File: src/rtl/i2c_irq_ctrl_pkg.sv
// Shared definitions for the I2C interrupt controller: sizes, FSM state
// encoding, named interrupt source indices and the default enable mask.
package i2c_irq_pkg;

    localparam int unsigned NUM_SRC     = 13;
    localparam int unsigned CNT_W       = 4;
    localparam int unsigned TMR_W       = 8;
    localparam int unsigned HOLDOFF_CYC = 4;

    typedef enum logic [1:0] {
        IDLE    = 2'd0,
        COLLECT = 2'd1,
        ASSERT  = 2'd2,
        HOLDOFF = 2'd3
    } irq_state_e;

    // Bit positions of the interrupt sources in the status/event vector
    localparam int unsigned RX_FULL  = 0;
    localparam int unsigned ARB_LOST = 2;
    localparam int unsigned NACK     = 3;
    localparam int unsigned TX_EMPTY = 5;
    localparam int unsigned BUS_ERR  = 6;

    localparam logic [NUM_SRC-1:0] IRQ_EN_DEFAULT = 13'h006D;

endpackage

File: src/rtl/i2c_irq_ctrl_if.sv
// Register-block side of the interrupt controller.
// master: drives events, enable mask, W1C strobe/data and coalescing config;
//         reads pending and interrupt.
// slave : the controller itself.
interface i2c_irq_ctrl_if #(
    parameter int unsigned NUM_SRC = i2c_irq_pkg::NUM_SRC,
    parameter int unsigned CNT_W   = i2c_irq_pkg::CNT_W,
    parameter int unsigned TMR_W   = i2c_irq_pkg::TMR_W
);
    logic [NUM_SRC-1:0] event_i;
    logic [NUM_SRC-1:0] irq_en;
    logic               clr_wr;
    logic [NUM_SRC-1:0] clr_mask;
    logic [CNT_W-1:0]   coal_thresh;
    logic [TMR_W-1:0]   coal_timeout;
    logic [NUM_SRC-1:0] pending;
    logic               interrupt;

    modport master (
        output event_i, irq_en, clr_wr, clr_mask, coal_thresh, coal_timeout,
        input  pending, interrupt
    );

    modport slave (
        input  event_i, irq_en, clr_wr, clr_mask, coal_thresh, coal_timeout,
        output pending, interrupt
    );
endinterface

File: src/rtl/i2c_irq_ctrl_coalesce_cnt.sv
// Coalescing counter pair: saturating enabled-event counter and COLLECT timer.
// Ports: clk, rst (sync, active-high), clr (zero both counters), inc (one new
// enabled event this cycle), run (timer advances), coal_thresh, coal_timeout,
// thresh_hit_c / timeout_hit_c (combinational compares on the next-cycle view).
module irq_coalesce_cnt #(
    parameter int unsigned CNT_W = i2c_irq_pkg::CNT_W,
    parameter int unsigned TMR_W = i2c_irq_pkg::TMR_W
) (
    input  logic             clk,
    input  logic             rst,
    input  logic             clr,
    input  logic             inc,
    input  logic             run,
    input  logic [CNT_W-1:0] coal_thresh,
    input  logic [TMR_W-1:0] coal_timeout,
    output logic             thresh_hit_c,
    output logic             timeout_hit_c
);
    logic [CNT_W-1:0] ev_cnt;
    logic [CNT_W-1:0] ev_cnt_nxt_c;
    logic [TMR_W-1:0] timer;
    logic [TMR_W-1:0] timer_nxt_c;

    // Event count including this cycle's event, saturating at all-ones
    always_comb begin
        ev_cnt_nxt_c = ev_cnt;
        if (inc && (ev_cnt != {CNT_W{1'b1}})) begin
            ev_cnt_nxt_c = ev_cnt + CNT_W'(1);
        end
    end

    // Timer only advances while staying in COLLECT; it starts from zero on entry
    always_comb begin
        timer_nxt_c = '0;
        if (!clr && run) begin
            timer_nxt_c = (timer == {TMR_W{1'b1}}) ? timer : timer + TMR_W'(1);
        end
    end

    // A zero threshold is always met since the count is unsigned
    assign thresh_hit_c  = (ev_cnt_nxt_c >= coal_thresh);
    assign timeout_hit_c = (coal_timeout != '0) && (timer == (coal_timeout - TMR_W'(1)));

    always_ff @(posedge clk) begin
        if (rst) begin
            ev_cnt <= '0;
            timer  <= '0;
        end else begin
            ev_cnt <= clr ? '0 : ev_cnt_nxt_c;
            timer  <= timer_nxt_c;
        end
    end
endmodule

File: src/rtl/i2c_irq_ctrl.sv
// Interrupt controller for the APB I2C peripheral.
// Latches event pulses into sticky pending bits (W1C from the register block),
// masks them with irq_en and drives a single coalesced interrupt with a
// minimum low time after each deassert.
// Ports: clk, rst (sync, active-high), bus (slave modport: event_i, irq_en,
// clr_wr, clr_mask, coal_thresh, coal_timeout in; pending, interrupt out).
module i2c_irq_ctrl #(
    parameter int unsigned NUM_SRC     = i2c_irq_pkg::NUM_SRC,
    parameter int unsigned CNT_W       = i2c_irq_pkg::CNT_W,
    parameter int unsigned TMR_W       = i2c_irq_pkg::TMR_W,
    parameter int unsigned HOLDOFF_CYC = i2c_irq_pkg::HOLDOFF_CYC
) (
    input  logic           clk,
    input  logic           rst,
    i2c_irq_ctrl_if.slave  bus
);
    import i2c_irq_pkg::*;

    localparam int unsigned HC_W = (HOLDOFF_CYC > 1) ? $clog2(HOLDOFF_CYC) : 1;
    localparam logic [HC_W-1:0] HC_LAST = HC_W'(HOLDOFF_CYC - 1);

    irq_state_e         state;
    irq_state_e         state_nxt_c;
    logic [HC_W-1:0]    hcnt;
    logic [HC_W-1:0]    hcnt_nxt_c;
    logic [NUM_SRC-1:0] pending_nxt_c;
    logic               active_nxt_c;
    logic               new_ev_c;
    logic               thresh_hit_c;
    logic               timeout_hit_c;

    // Sticky pending: a new event wins over a same-cycle W1C
    always_comb begin
        pending_nxt_c = (bus.pending & ~(bus.clr_mask & {NUM_SRC{bus.clr_wr}})) | bus.event_i;
        active_nxt_c  = |(pending_nxt_c & bus.irq_en);
        new_ev_c      = |(bus.event_i & bus.irq_en);
    end

    irq_coalesce_cnt #(
        .CNT_W (CNT_W),
        .TMR_W (TMR_W)
    ) u_coalesce (
        .clk           (clk),
        .rst           (rst),
        .clr           (state_nxt_c != COLLECT),
        .inc           (new_ev_c),
        .run           (state == COLLECT),
        .coal_thresh   (bus.coal_thresh),
        .coal_timeout  (bus.coal_timeout),
        .thresh_hit_c  (thresh_hit_c),
        .timeout_hit_c (timeout_hit_c)
    );

    // Next-state logic for the coalescing FSM
    always_comb begin
        state_nxt_c = state;
        hcnt_nxt_c  = hcnt;
        unique case (state)
            IDLE: begin
                if (active_nxt_c) begin
                    state_nxt_c = thresh_hit_c ? ASSERT : COLLECT;
                end
            end
            COLLECT: begin
                if (!active_nxt_c) begin
                    state_nxt_c = IDLE;
                end else if (thresh_hit_c || timeout_hit_c) begin
                    state_nxt_c = ASSERT;
                end
            end
            ASSERT: begin
                if (!active_nxt_c) begin
                    state_nxt_c = HOLDOFF;
                    hcnt_nxt_c  = '0;
                end
            end
            HOLDOFF: begin
                // Holdoff expiry goes straight back to ASSERT without re-coalescing
                if (hcnt == HC_LAST) begin
                    state_nxt_c = active_nxt_c ? ASSERT : IDLE;
                end else begin
                    hcnt_nxt_c = hcnt + HC_W'(1);
                end
            end
            default: state_nxt_c = IDLE;
        endcase
    end

    // State, pending and interrupt registers
    always_ff @(posedge clk) begin
        if (rst) begin
            state         <= IDLE;
            hcnt          <= '0;
            bus.pending   <= '0;
            bus.interrupt <= 1'b0;
        end else begin
            state         <= state_nxt_c;
            hcnt          <= hcnt_nxt_c;
            bus.pending   <= pending_nxt_c;
            bus.interrupt <= (state_nxt_c == ASSERT);
        end
    end
endmodule
File: src/flat_wrapper.sv
// flat-port wrapper written by rule: the top's interface ports become plain ports
module i2c_irq_ctrl_flat import i2c_irq_pkg::*;
#(
    parameter int unsigned NUM_SRC     = i2c_irq_pkg::NUM_SRC,
    parameter int unsigned CNT_W       = i2c_irq_pkg::CNT_W,
    parameter int unsigned TMR_W       = i2c_irq_pkg::TMR_W,
    parameter int unsigned HOLDOFF_CYC = i2c_irq_pkg::HOLDOFF_CYC
)
  (clk, rst, bus_event_i, bus_irq_en, bus_clr_wr, bus_clr_mask, bus_coal_thresh, bus_coal_timeout, bus_pending, bus_interrupt);
  i2c_irq_ctrl_if #(.NUM_SRC(NUM_SRC), .CNT_W(CNT_W), .TMR_W(TMR_W)) bus_i ();
  input  logic clk;
  input  logic rst;
  input wire logic [$bits(bus_i.event_i)-1:0] bus_event_i;
  input wire logic [$bits(bus_i.irq_en)-1:0] bus_irq_en;
  input wire logic [$bits(bus_i.clr_wr)-1:0] bus_clr_wr;
  input wire logic [$bits(bus_i.clr_mask)-1:0] bus_clr_mask;
  input wire logic [$bits(bus_i.coal_thresh)-1:0] bus_coal_thresh;
  input wire logic [$bits(bus_i.coal_timeout)-1:0] bus_coal_timeout;
  output wire logic [$bits(bus_i.pending)-1:0] bus_pending;
  output wire logic [$bits(bus_i.interrupt)-1:0] bus_interrupt;
  assign bus_i.event_i = bus_event_i;
  assign bus_i.irq_en = bus_irq_en;
  assign bus_i.clr_wr = bus_clr_wr;
  assign bus_i.clr_mask = bus_clr_mask;
  assign bus_i.coal_thresh = bus_coal_thresh;
  assign bus_i.coal_timeout = bus_coal_timeout;
  assign bus_pending = bus_i.pending;
  assign bus_interrupt = bus_i.interrupt;
  i2c_irq_ctrl #(.NUM_SRC(NUM_SRC), .CNT_W(CNT_W), .TMR_W(TMR_W), .HOLDOFF_CYC(HOLDOFF_CYC)) u_core (.clk(clk), .rst(rst), .bus(bus_i));
endmodule
File: config.mk
export PLATFORM = sky130hd
export DESIGN_NAME = i2c_irq_ctrl_flat
export DESIGN_NICKNAME = d
export VERILOG_FILES = /design/src/rtl/i2c_irq_ctrl_pkg.sv /design/src/rtl/i2c_irq_ctrl_if.sv /design/src/rtl/i2c_irq_ctrl_coalesce_cnt.sv /design/src/rtl/i2c_irq_ctrl.sv /design/src/flat_wrapper.sv
export SDC_FILE = /design/constraint.sdc
export NUM_CORES = 1
export LEC_CHECK = 0
export CAP_MARGIN = 20
export CELL_PAD_IN_SITES_DETAIL_PLACEMENT = 1
export CELL_PAD_IN_SITES_GLOBAL_PLACEMENT = 1
export CORE_ASPECT_RATIO = 1.25
export CORE_MARGIN = 3
export CORE_UTILIZATION = 32
export DETAILED_ROUTE_END_ITERATION = 8
export PLACE_DENSITY = 0.81
export SLEW_MARGIN = 20
export SYNTH_ARGS = -nofsm -noshare
export SYNTH_HDL_FRONTEND = slang
export SYNTH_HIERARCHICAL = 1
export SYNTH_SLANG_ARGS = --single-unit
File: constraint.sdc
create_clock -name clk -period 5.1 [get_ports clk]
set_input_delay 1.02 -clock clk [delete_from_list [all_inputs] [get_ports clk]]
set_output_delay 1.02 -clock clk [all_outputs]
set_load 0.005 [all_outputs]
==> results of run 1 <==
synth_stat cells, drive strengths merged (3+ instances only):
library cell,number
nor2b,4
mux2i,3
a21oi,17
clkbuf,4
and3b,10
nand3,6
ha,9
a211oi,4
nor3,3
inv,5
and3,3
dfxtp,30
nand4,3
a31oi,3
xor2,9
xnor2,9
nand2,21
buf,3
o21ai,15
and2,4
nor2,28
o22ai,3
a21boi,3
a21o,3
layer usage:
layer | up-vias | part of all wire (%) | wire (µm) | global-route usage (%)
met5 | - | 0 | 0 | 0
met4 | 0 | 0.71 | 42 | 3.50
met3 | 5 | 3.9 | 231 | 3.37
met2 | 40 | 51 | 3010 | 31.9
met1 | 912 | 45 | 2670 | 23.5
li1 | 974 | - | - | -
cell families (layout without fill, tap and decap cells):
| group | Yosys count | in the layout | share of synthesized area, % |
|---|---|---|---|
| compound gates | 64 | 64 | 22.9 |
| xor+xnor | 18 | 18 | 8.20 |
| fa+ha+maj | 9 | 9 | 5.86 |
| buf+inv | 12 | 81 | 3.12 |
| flops | 30 | 30 | 31.2 |
| mux | 5 | 5 | 2.73 |
| simple gates | 91 | 91 | 26.0 |
path summary, 6_finish.rpt:
kind	start	end	slack, ns	cells past startpoint
max	bus_event_i[4]	u_core/u_coalesce/timer[7]$_SDFFE_PP0P_	0.56	17
min	u_core/bus.pending[4]$_SDFF_PP0_	u_core/bus.pending[4]$_SDFF_PP0_	0.52	2
max reg2reg	u_core/u_coalesce/ev_cnt[0]$_SDFF_PP0_	u_core/u_coalesce/timer[7]$_SDFFE_PP0P_	1.89	14
min reg2reg	u_core/bus.pending[4]$_SDFF_PP0_	u_core/bus.pending[4]$_SDFF_PP0_	0.52	2
registers in the layout, summed over array words and instances, names as in the netlist:
name                      cells
u_core/bus.pending           13
u_core/u_coalesce/timer       8
u_core/u_coalesce/ev_cnt      4
u_core/hcnt                   2
u_core/state                  2
u_core/bus.interrupt          1
stage by stage:
stage / instances / util [%]
4_1_cts: 362 / 48.8
5_1_grt: 362 / 48.9
2_1_floorplan: 229 / -
3_3_place_gp: 354 / 46.9
3_5_place_dp: 354 / 46.9
6_report: 362 / 48.9
critical path: cells and delay by family:
family / cells / cell delay [ns]
buf+inv: 1 / 0.45
compound gates: 8 / 1.72
xor+xnor: 1 / 0.23
simple gates: 6 / 1.04
fa+ha+maj: 1 / 0.27
area by class of cell:
type / instances / area, µm²
Clock buffer: 5 / 68.8
Clock inverter: 3 / 40.0
Fill cell: 692 / 2880
Inverter: 5 / 18.8
Multi-Input combinational cell: 187 / 1270
Sequential cell: 30 / 601
Tap cell: 64 / 80.1
Timing Repair Buffer: 68 / 678
power by group through the flow:
| stage | clock [mW] | combinational, mW | sequential, mW |
|---|---|---|---|
| after floorplan | 0 | 0.181 | 0.295 |
| after global placement | 0 | 0.272 | 0.309 |
| after detailed placement | 0 | 0.285 | 0.310 |
| after CTS | 0.243 | 0.286 | 0.306 |
| after global routing | 0.253 | 0.323 | 0.313 |
| final | 0.234 | 0.285 | 0.307 |
what timing repair did:
| action | in CTS | in global routing |
|---|---|---|
| buffers inserted | 0 | 0 |
| endpoints found under the setup margin | 0 | 1 |
| gates resized for setup | 0 | 1 |
==> flow_metrics.tcl, run 1 <==
set metrics [dict create \
    cts_sinks 30 \
    crit_path_cell_trace "clkdlybuf4s50_1, a22oi_1, nand2_1, a221oi_1, nand3_1, nand2_1, xor2_1, ha_1, nand2b_1, a21o_1, a21o_1, a21o_1, a211oi_2, o21ai_2, nor2_1, nand2_1, a311oi_1" \
    num_rows 30 \
    synth_largest_area_cell "dfxtp_1" \
    dieArea_um2 6980 \
    drtIter0Drc 95 \
    via_per_inst 5.33 \
    clock-skew-final_ns 0.0107 \
    start_kind "primary input" \
    io_buffers 67 \
    overflow 0 \
    dpl_cell_area_um2 2640 \
    die_w_um 75.3 \
    synth_area_per_cell_um2 8.40 \
    fmax_mhz 220 \
    insertion_delay_ns 0.28 \
    maxCapViolCount 0 \
    p_sw_share_pct 31.3 \
    die_h_um 92.7 \
    insertedDiodeCount 0 \
    p_comb_share_pct 34.5 \
    dp_hpwl_um 4800 \
    drc 0 \
    ir_worst_vdd_mv 0.166 \
    max-slew-margin-rel_pct 43.0 \
    internal-power_mw 0.568 \
    path_clk_slew_ns 0.07 \
    outcome "finished, final reports clean" \
    cts_buffers 5 \
    yosys_warnings 6 \
    cpPeakStageDelay_ns 0.45 \
    period_minus_slack_ns 4.54 \
    fin_ws_ns 0.561 \
    pwr_density_cell_nw_per_um2 300 \
    finalMaxSlewViolations 0 \
    dr.pass1.iters 4 \
    tightest_slew_ns 0.853 \
    tritoncts "done" \
    num_vias 1931 \
    area.growth.synth_to_final_pct 43.2 \
    p_switching_mw 0.258 \
    avgRoutedWirePerCell_um 16.5 \
    grt_antenna_before_repair 0 \
    worstPathRequired_ns 5.29 \
    cts-root-buf "clkbuf_8" \
    finalSetupViolCount 0 \
    final_area_um2 2750 \
    slowest_stage "clkdlybuf4s50_1" \
    synth_flop_cell "dfxtp_1" \
    crit_arrival_ns 4.73 \
    grt_pass1_wl_um 10000 \
    start_util_pct 34.2 \
    grt_setup_unrepaired "no" \
    clkPwrFrac_pct 28.4 \
    synth_edf_count 0 \
    finalWirelength_um 5960 \
    synth_top_area_share_pct 31.2 \
    synth_area_um2 1920 \
    power_mw 0.826 \
    hold_violations 0 \
    leakage_nw 1.11 \
    timing.final.crit_share_pct 89.0 \
    synth_area_leaders "dfxtp_1 31%, ha_1 5.9%, nor2_1 5.5%" \
    worst_setup_path_end_kind "flip-flop" \
    num_io_pins 68 \
    tns_ns 0 \
    final_common_cell "clkdlybuf4s50_1" \
    yosysSeqAreaShare_pct 31.2 \
    nets 360 \
    layout_common_cells "67 x clkdlybuf4s50_1, 30 x dfxtp_1, 28 x nor2_1" \
    synthesis.nets 292 \
    htreeDepth 2 \
    globalplace.congestion 0.828 \
    grt_pass1_vias 2050 \
    ant_nets 0 \
    hold_path_class "reg -> reg" \
    ys_types 51 \
    worstSetupPathType "in -> reg" \
    synth-seq-cells 30 \
    clockBufferDepth 2 \
    pre_cts_ws_ns 0.207 \
    seq_power_share_pct 37.1 \
    track_usage_pct 18.4 \
    final_layout_size_suffix_gt1_share_pct 7.38 \
    synth-async-reset-ratio_pct 0 \
    coreArea_um2 5630 \
    cp_max_fo 8 \
    grt_start_max_net_pins 22 \
    netlist_instances 229 \
    hold_ws_ns 0.524 \
    hold_buffers 0 \
]
(Power assumes the default switching activity.)
==> inputs of run 2 (changes only) <==
CORE_MARGIN = default   (was 3)
==> run 2 against run 1 <==
- the run now ends with DRC left
- hold slack worse by 0.014 ns
- register-to-register slack worse by 0.06 ns
- final cell count is 0.28% lower
- sequential share of layout area is 0.25 points higher
- global-route usage is 0.30 points higher
- design area is 1.1% lower
- combinational power hardly changed
- largest cell class unchanged
- largest power group unchanged
==> flow_metrics.tcl, run 2 (synthesis gave the netlist of run 1 again) <==
set metrics [dict create \
    ir_worst_vdd_mv 0.111 \
    crit_buf_inv 1 \
    via_per_inst 5.35 \
    grt_pass1_wl_um 9160 \
    wl_met2_um 3160 \
    area.growth.synth_to_final_pct 41.6 \
    leakage_nw 1.09 \
    placedCellCount 355 \
    cts_resized 0 \
    violations "DRC" \
    largest_register_ffs 13 \
    crit_path_cell_trace "clkdlybuf4s50_1, a22oi_1, nand2_1, a221oi_1, nand3_1, nand2_1, xor2_1, ha_1, nand2b_1, a21o_1, a21o_1, a21o_1, a211oi_2, o21ai_2, nor2_1, nand2_1, a311oi_1" \
    start_util_pct 33.3 \
    nets 359 \
    dpl_cell_area_um2 2640 \
    grt_setup_unrepaired "no" \
    cts_buffers 5 \
    nFillCells 697 \
    htreeDepth 2 \
    insertion_delay_ns 0.28 \
    timing.final.crit_share_pct 91.1 \
    utilization_pct 47.1 \
    worstSetupPathType "in -> reg" \
    globalplace.congestion 0.821 \
    drtIter0Drc 55 \
    slowest_stage "clkdlybuf4s50_1" \
    regMostFlops "u_core/bus.pending" \
    finalSetupViolCount 0 \
    num_rows 31 \
    cts_setup_buffers 0 \
    hold_violations 0 \
    grt_antenna_before_repair 0 \
    maxCapViolCount 0 \
    highest_layer "met4" \
    num_vias 1931 \
    worst_setup_path_end_kind "flip-flop" \
    num_io_pins 68 \
    io_buffers 67 \
    layout_common_cells "67 x clkdlybuf4s50_1, 30 x dfxtp_1, 28 x nor2_1" \
    final_layout_size_suffix_gt1_share_pct 6.44 \
    start_kind "primary input" \
    clock-skew-final_ns 0.00598 \
    avgRoutedWirePerCell_um 15.6 \
    hold_path_class "reg -> reg" \
    die_h_um 88.7 \
    drc 5 \
    cpPeakStageDelay_ns 0.46 \
    cts-root-buf "clkbuf_8" \
    die_w_um 71.3 \
    tns_ns 0 \
    dieArea_um2 6330 \
    internal-power_mw 0.527 \
    max-slew-margin-rel_pct 44.3 \
    period_minus_slack_ns 4.65 \
    fin_ws_ns 0.452 \
    seq_power_share_pct 39.5 \
    insertedDiodeCount 0 \
    crit_arrival_ns 4.83 \
    finalWirelength_um 5640 \
    reg_top3 "u_core/bus.pending x13, u_core/u_coalesce/timer x8, u_core/u_coalesce/ev_cnt x4" \
    clkPwrFrac_pct 24.0 \
    grt_start_max_net_pins 24 \
    p_comb_share_pct 36.5 \
    tightest_slew_ns 0.833 \
    hold_buffers 0 \
    dp_hpwl_um 4520 \
    dr_wl_met3_um 248 \
    pwr_density_cell_nw_per_um2 285 \
    overflow 0 \
    cp_max_fo 8 \
    drt-met1-wl_um 2140 \
    tritoncts "done" \
    grt_pass1_vias 2012 \
    path_clk_slew_ns 0.06 \
    instances_no_fill 361 \
    finalMaxSlewViolations 0 \
    register_area_um2 601 \
    worstPathRequired_ns 5.28 \
    clockBufferDepth 2 \
    dr.pass1.iters 6 \
    track_usage_pct 18.8 \
    final_area_um2 2720 \
    cp_top_family "compound AO/OA/AOI/OAI gates" \
    coreArea_um2 5780 \
    p_sw_share_pct 32.0 \
    fmax_mhz 215 \
    ant_nets 0 \
    final_common_cell "clkdlybuf4s50_1" \
    outcome "finished with violations" \
    pre_cts_ws_ns 0.133 \
    p_switching_mw 0.249 \
    multi_input_area_um2 1270 \
    cts_sinks 30 \
]
[run 2: power groups by stage]
stage / clock [mW] / sequential (mW) / combinational (mW)
global placement: 0 / 0.308 / 0.272
floorplan: 0 / 0.295 / 0.181
finish: 0.186 / 0.306 / 0.283
global route: 0.203 / 0.313 / 0.318
detailed placement: 0 / 0.310 / 0.279
CTS: 0.194 / 0.305 / 0.285
[run 2: layout make-up]
type                            instances  share of cell area (%)
Tap cell                               66                    3.03
Sequential cell                        30                    22.1
Multi-Input combinational cell        187                    46.6
Timing Repair Buffer                   67                    24.6
Clock buffer                            6                    3.03
Inverter                                5                   0.689
[run 2: worst reg2reg max path: stages (launching register included)]
cell	delay, ns
dfxtp_1	0.37
ha_1	0.22
nand3_1	0.12
nand2_1	0.13
xor2_1	0.25
ha_1	0.28
nand2b_1	0.14
a21o_1	0.17
a21o_1	0.17
a21o_1	0.20
a211oi_2	0.30
o21ai_2	0.13
nor2_1	0.22
nand2_1	0.24
a311oi_1	0.23
[run 2: metal layers]
metal	global-route usage [%]	up-vias
met5	0	-
met4	6.73	0
met3	3.53	8
met2	37.7	47
met1	19.1	909
li1	-	967
[run 2: path summary, 6_finish.rpt]
kind              cells past startpoint  slack (ns)                                   start                                 endpoint
setup / recovery                     17        0.45                          bus_event_i[4]  u_core/u_coalesce/timer[7]$_SDFFE_PP0P_
hold / removal                        2        0.51        u_core/bus.pending[5]$_SDFF_PP0_         u_core/bus.pending[5]$_SDFF_PP0_
setup reg to reg                     14        1.83  u_core/u_coalesce/ev_cnt[0]$_SDFF_PP0_  u_core/u_coalesce/timer[7]$_SDFFE_PP0P_
hold reg to reg                       2        0.51        u_core/bus.pending[5]$_SDFF_PP0_         u_core/bus.pending[5]$_SDFF_PP0_
[run 2: stage by stage]
| stage | hold WS [ns] | power [mW] |
|---|---|---|
| floorplan | 0.485 | 0.476 |
| CTS | 0.516 | 0.785 |
| finish | 0.509 | 0.776 |
| global route | 0.561 | 0.834 |
| global placement | 0.487 | 0.580 |
| detailed placement | 0.501 | 0.589 |
==> inputs of run 3 (changes only) <==
CELL_PAD_IN_SITES_GLOBAL_PLACEMENT = 2   (was 1)
CORE_UTILIZATION = 25   (was 32)
==> run 3 against run 2 <==
- the flow now finishes without violations
- routed wire length up 5.9%
- sequential power about the same
- die area up 27%
- worst setup slack improved by 0.0012 ns
- register-to-register slack got worse by 0.07 ns
- hold slack improved by 0.011 ns
- global-route usage fell by 3.5 points
- maximum frequency hardly changed
- total power up 1.9%
==> flow_metrics.tcl, run 3 (synthesis gave the netlist of run 1 again) <==
set metrics [dict create \
    maxCapViolCount 0 \
    dpl_cell_area_um2 2670 \
    cts_buffers 5 \
    wl_met2_um 2940 \
    max-slew-margin-rel_pct 41.8 \
    drc 0 \
    cp_max_fo 8 \
    worst_setup_path_end_kind "flip-flop" \
    grt_start_max_net_pins 24 \
    start_kind "primary input" \
    dp_hpwl_um 4710 \
    grt_pass1_vias 2040 \
    hold_violations 0 \
    tightest_slew_ns 0.871 \
    fin_ws_ns 0.453 \
    globalplace.congestion 0.783 \
    num_io_pins 68 \
    drt-met1-wl_um 2490 \
    area.growth.synth_to_final_pct 43.5 \
    reg_top3 "u_core/bus.pending x13, u_core/u_coalesce/timer x8, u_core/u_coalesce/ev_cnt x4" \
    hold_ws_ns 0.520 \
    num_rows 35 \
    crit_start "bus_event_i[1]" \
    tritoncts "done" \
    cts_setup_buffers 0 \
    die_w_um 80.4 \
    register_area_um2 601 \
    grt_antenna_before_repair 0 \
    avgRoutedWirePerCell_um 15.4 \
    nFillCells 886 \
    finalMaxSlewViolations 0 \
    dr_wl_met3_um 393 \
    dr.pass1.iters 4 \
    insertedDiodeCount 0 \
    final_area_um2 2760 \
    power_mw 0.791 \
    worstPathRequired_ns 5.30 \
    hold_path_class "reg -> reg" \
    start_util_pct 26.0 \
    highest_layer "met4" \
    crit_arrival_ns 4.84 \
    insertion_delay_ns 0.28 \
    ant_nets 0 \
    io_buffers 67 \
    outcome "finished, final reports clean" \
    hold_buffers 0 \
    fmax_mhz 215 \
    clock-skew-final_ns 0.00959 \
    grt_pass1_wl_um 9510 \
    multi_input_area_um2 1260 \
    dieArea_um2 8050 \
    tns_ns 0 \
    reg2reg_slack_ns 1.76 \
    pre_cts_ws_ns 0.125 \
    die_h_um 100 \
    htreeDepth 2 \
    finalSetupViolCount 0 \
    r2r_start "u_core/u_coalesce/ev_cnt[0]$_SDFF_PP0_" \
    overflow 0 \
    track_usage_pct 15.3 \
    ir_worst_vdd_mv 0.107 \
    crit_path_end "u_core/u_coalesce/timer[7]$_SDFFE_PP0P_" \
    grt_setup_unrepaired "no" \
    cts-root-buf "clkbuf_8" \
    final_common_cell "clkdlybuf4s50_1" \
    final_layout_size_suffix_gt1_share_pct 6.40 \
    drtIter0Drc 25 \
    layout_common_cells "67 x clkdlybuf4s50_1, 30 x dfxtp_1, 28 x nor2_1" \
    cpPeakStageDelay_ns 0.45 \
    timing.final.crit_share_pct 91.1 \
    clockBufferDepth 2 \
    period_minus_slack_ns 4.65 \
    reg2reg_depth 14 \
    slowest_stage "clkdlybuf4s50_1" \
    coreArea_um2 7400 \
    regMostFlops "u_core/bus.pending" \
    crit_path_cell_trace "clkdlybuf4s50_1, a22oi_1, nand2_1, a221oi_1, nand3_1, nand2_1, xor2_1, ha_1, nand2b_1, a21o_1, a21o_1, a21o_1, a211oi_1, o21ai_2, nor2_1, nand2_1, a311oi_1" \
    via_per_inst 5.03 \
    leakage_nw 1.09 \
    r2r-end "u_core/u_coalesce/timer[7]$_SDFFE_PP0P_" \
    num_vias 1955 \
    cts_sinks 30 \
    pwr_density_cell_nw_per_um2 287 \
    worstSetupPathType "in -> reg" \
    cts_resized 0 \
    finalWirelength_um 5980 \
    nets 359 \
    largest_register_ffs 13 \
    path_clk_slew_ns 0.07 \
]
## run 3: changes by cell type in the layout (fill, tap and decap cells not counted)
cell / before / now
a211oi_2: 1 / 0
a211oi_1: 3 / 4
clkinv_2: 0 / 1
clkbuf_1: 0 / 1
## run 3: final cells by class
class                   count  share of cell area (%)
flip-flops and latches     30                    21.8
multi-input cells         187                    45.8
repair buffers             67                    24.3
clock buffers               7                    3.13
clock inverters             1                   0.181
inverters                   5                   0.680
well taps                  92                    4.17
## run 3: worst max-delay path, delay by kind of cell
family | cells | cell delay, ns
buffers and inverters | 1 | 0.45
adder cells (fa/ha/maj) | 1 | 0.27
AO/OA/AOI/OAI | 8 | 1.86
XOR/XNOR | 1 | 0.24
AND/OR/NAND/NOR | 6 | 1.00
## run 3: routing by layer
metal | vias up | GRT usage (%)
li1 | 969 | -
met1 | 916 | 15.9
met2 | 60 | 29.0
met3 | 10 | 3.64
met4 | 0 | 5.77
met5 | - | 0
## run 3: worst min-delay path by stage
| stage | startpoint | end | depth (start not counted) |
|---|---|---|---|
| 6_report | u_core/bus.pending[0]$_SDFF_PP0_ | u_core/bus.pending[0]$_SDFF_PP0_ | 2 |
| 5_1_grt | u_core/bus.pending[6]$_SDFF_PP0_ | u_core/bus.pending[6]$_SDFF_PP0_ | 2 |
| 4_1_cts | u_core/bus.pending[8]$_SDFF_PP0_ | u_core/bus.pending[8]$_SDFF_PP0_ | 2 |
| 3_5_place_dp | u_core/bus.pending[8]$_SDFF_PP0_ | u_core/bus.pending[8]$_SDFF_PP0_ | 2 |
| 3_3_place_gp | u_core/bus.pending[11]$_SDFF_PP0_ | u_core/bus.pending[11]$_SDFF_PP0_ | 2 |
| 2_1_floorplan | u_core/u_coalesce/timer[5]$_SDFFE_PP0P_ | u_core/u_coalesce/timer[5]$_SDFFE_PP0P_ | 2 |
## run 3: power by group
part           internal (mW)  switching (mW)  total (mW)
Sequential             0.267          0.0398       0.307
Clock                  0.109          0.0947       0.204
Combinational          0.154           0.126       0.280
Total                  0.530           0.261       0.791
## run 3: through the flow
step / util [%] / instances
final: 37.3 / 389
after global routing: 37.3 / 389
after floorplan: - / 229
after CTS: 37.3 / 389
after global placement: 36.0 / 381
after detailed placement: 36.0 / 381
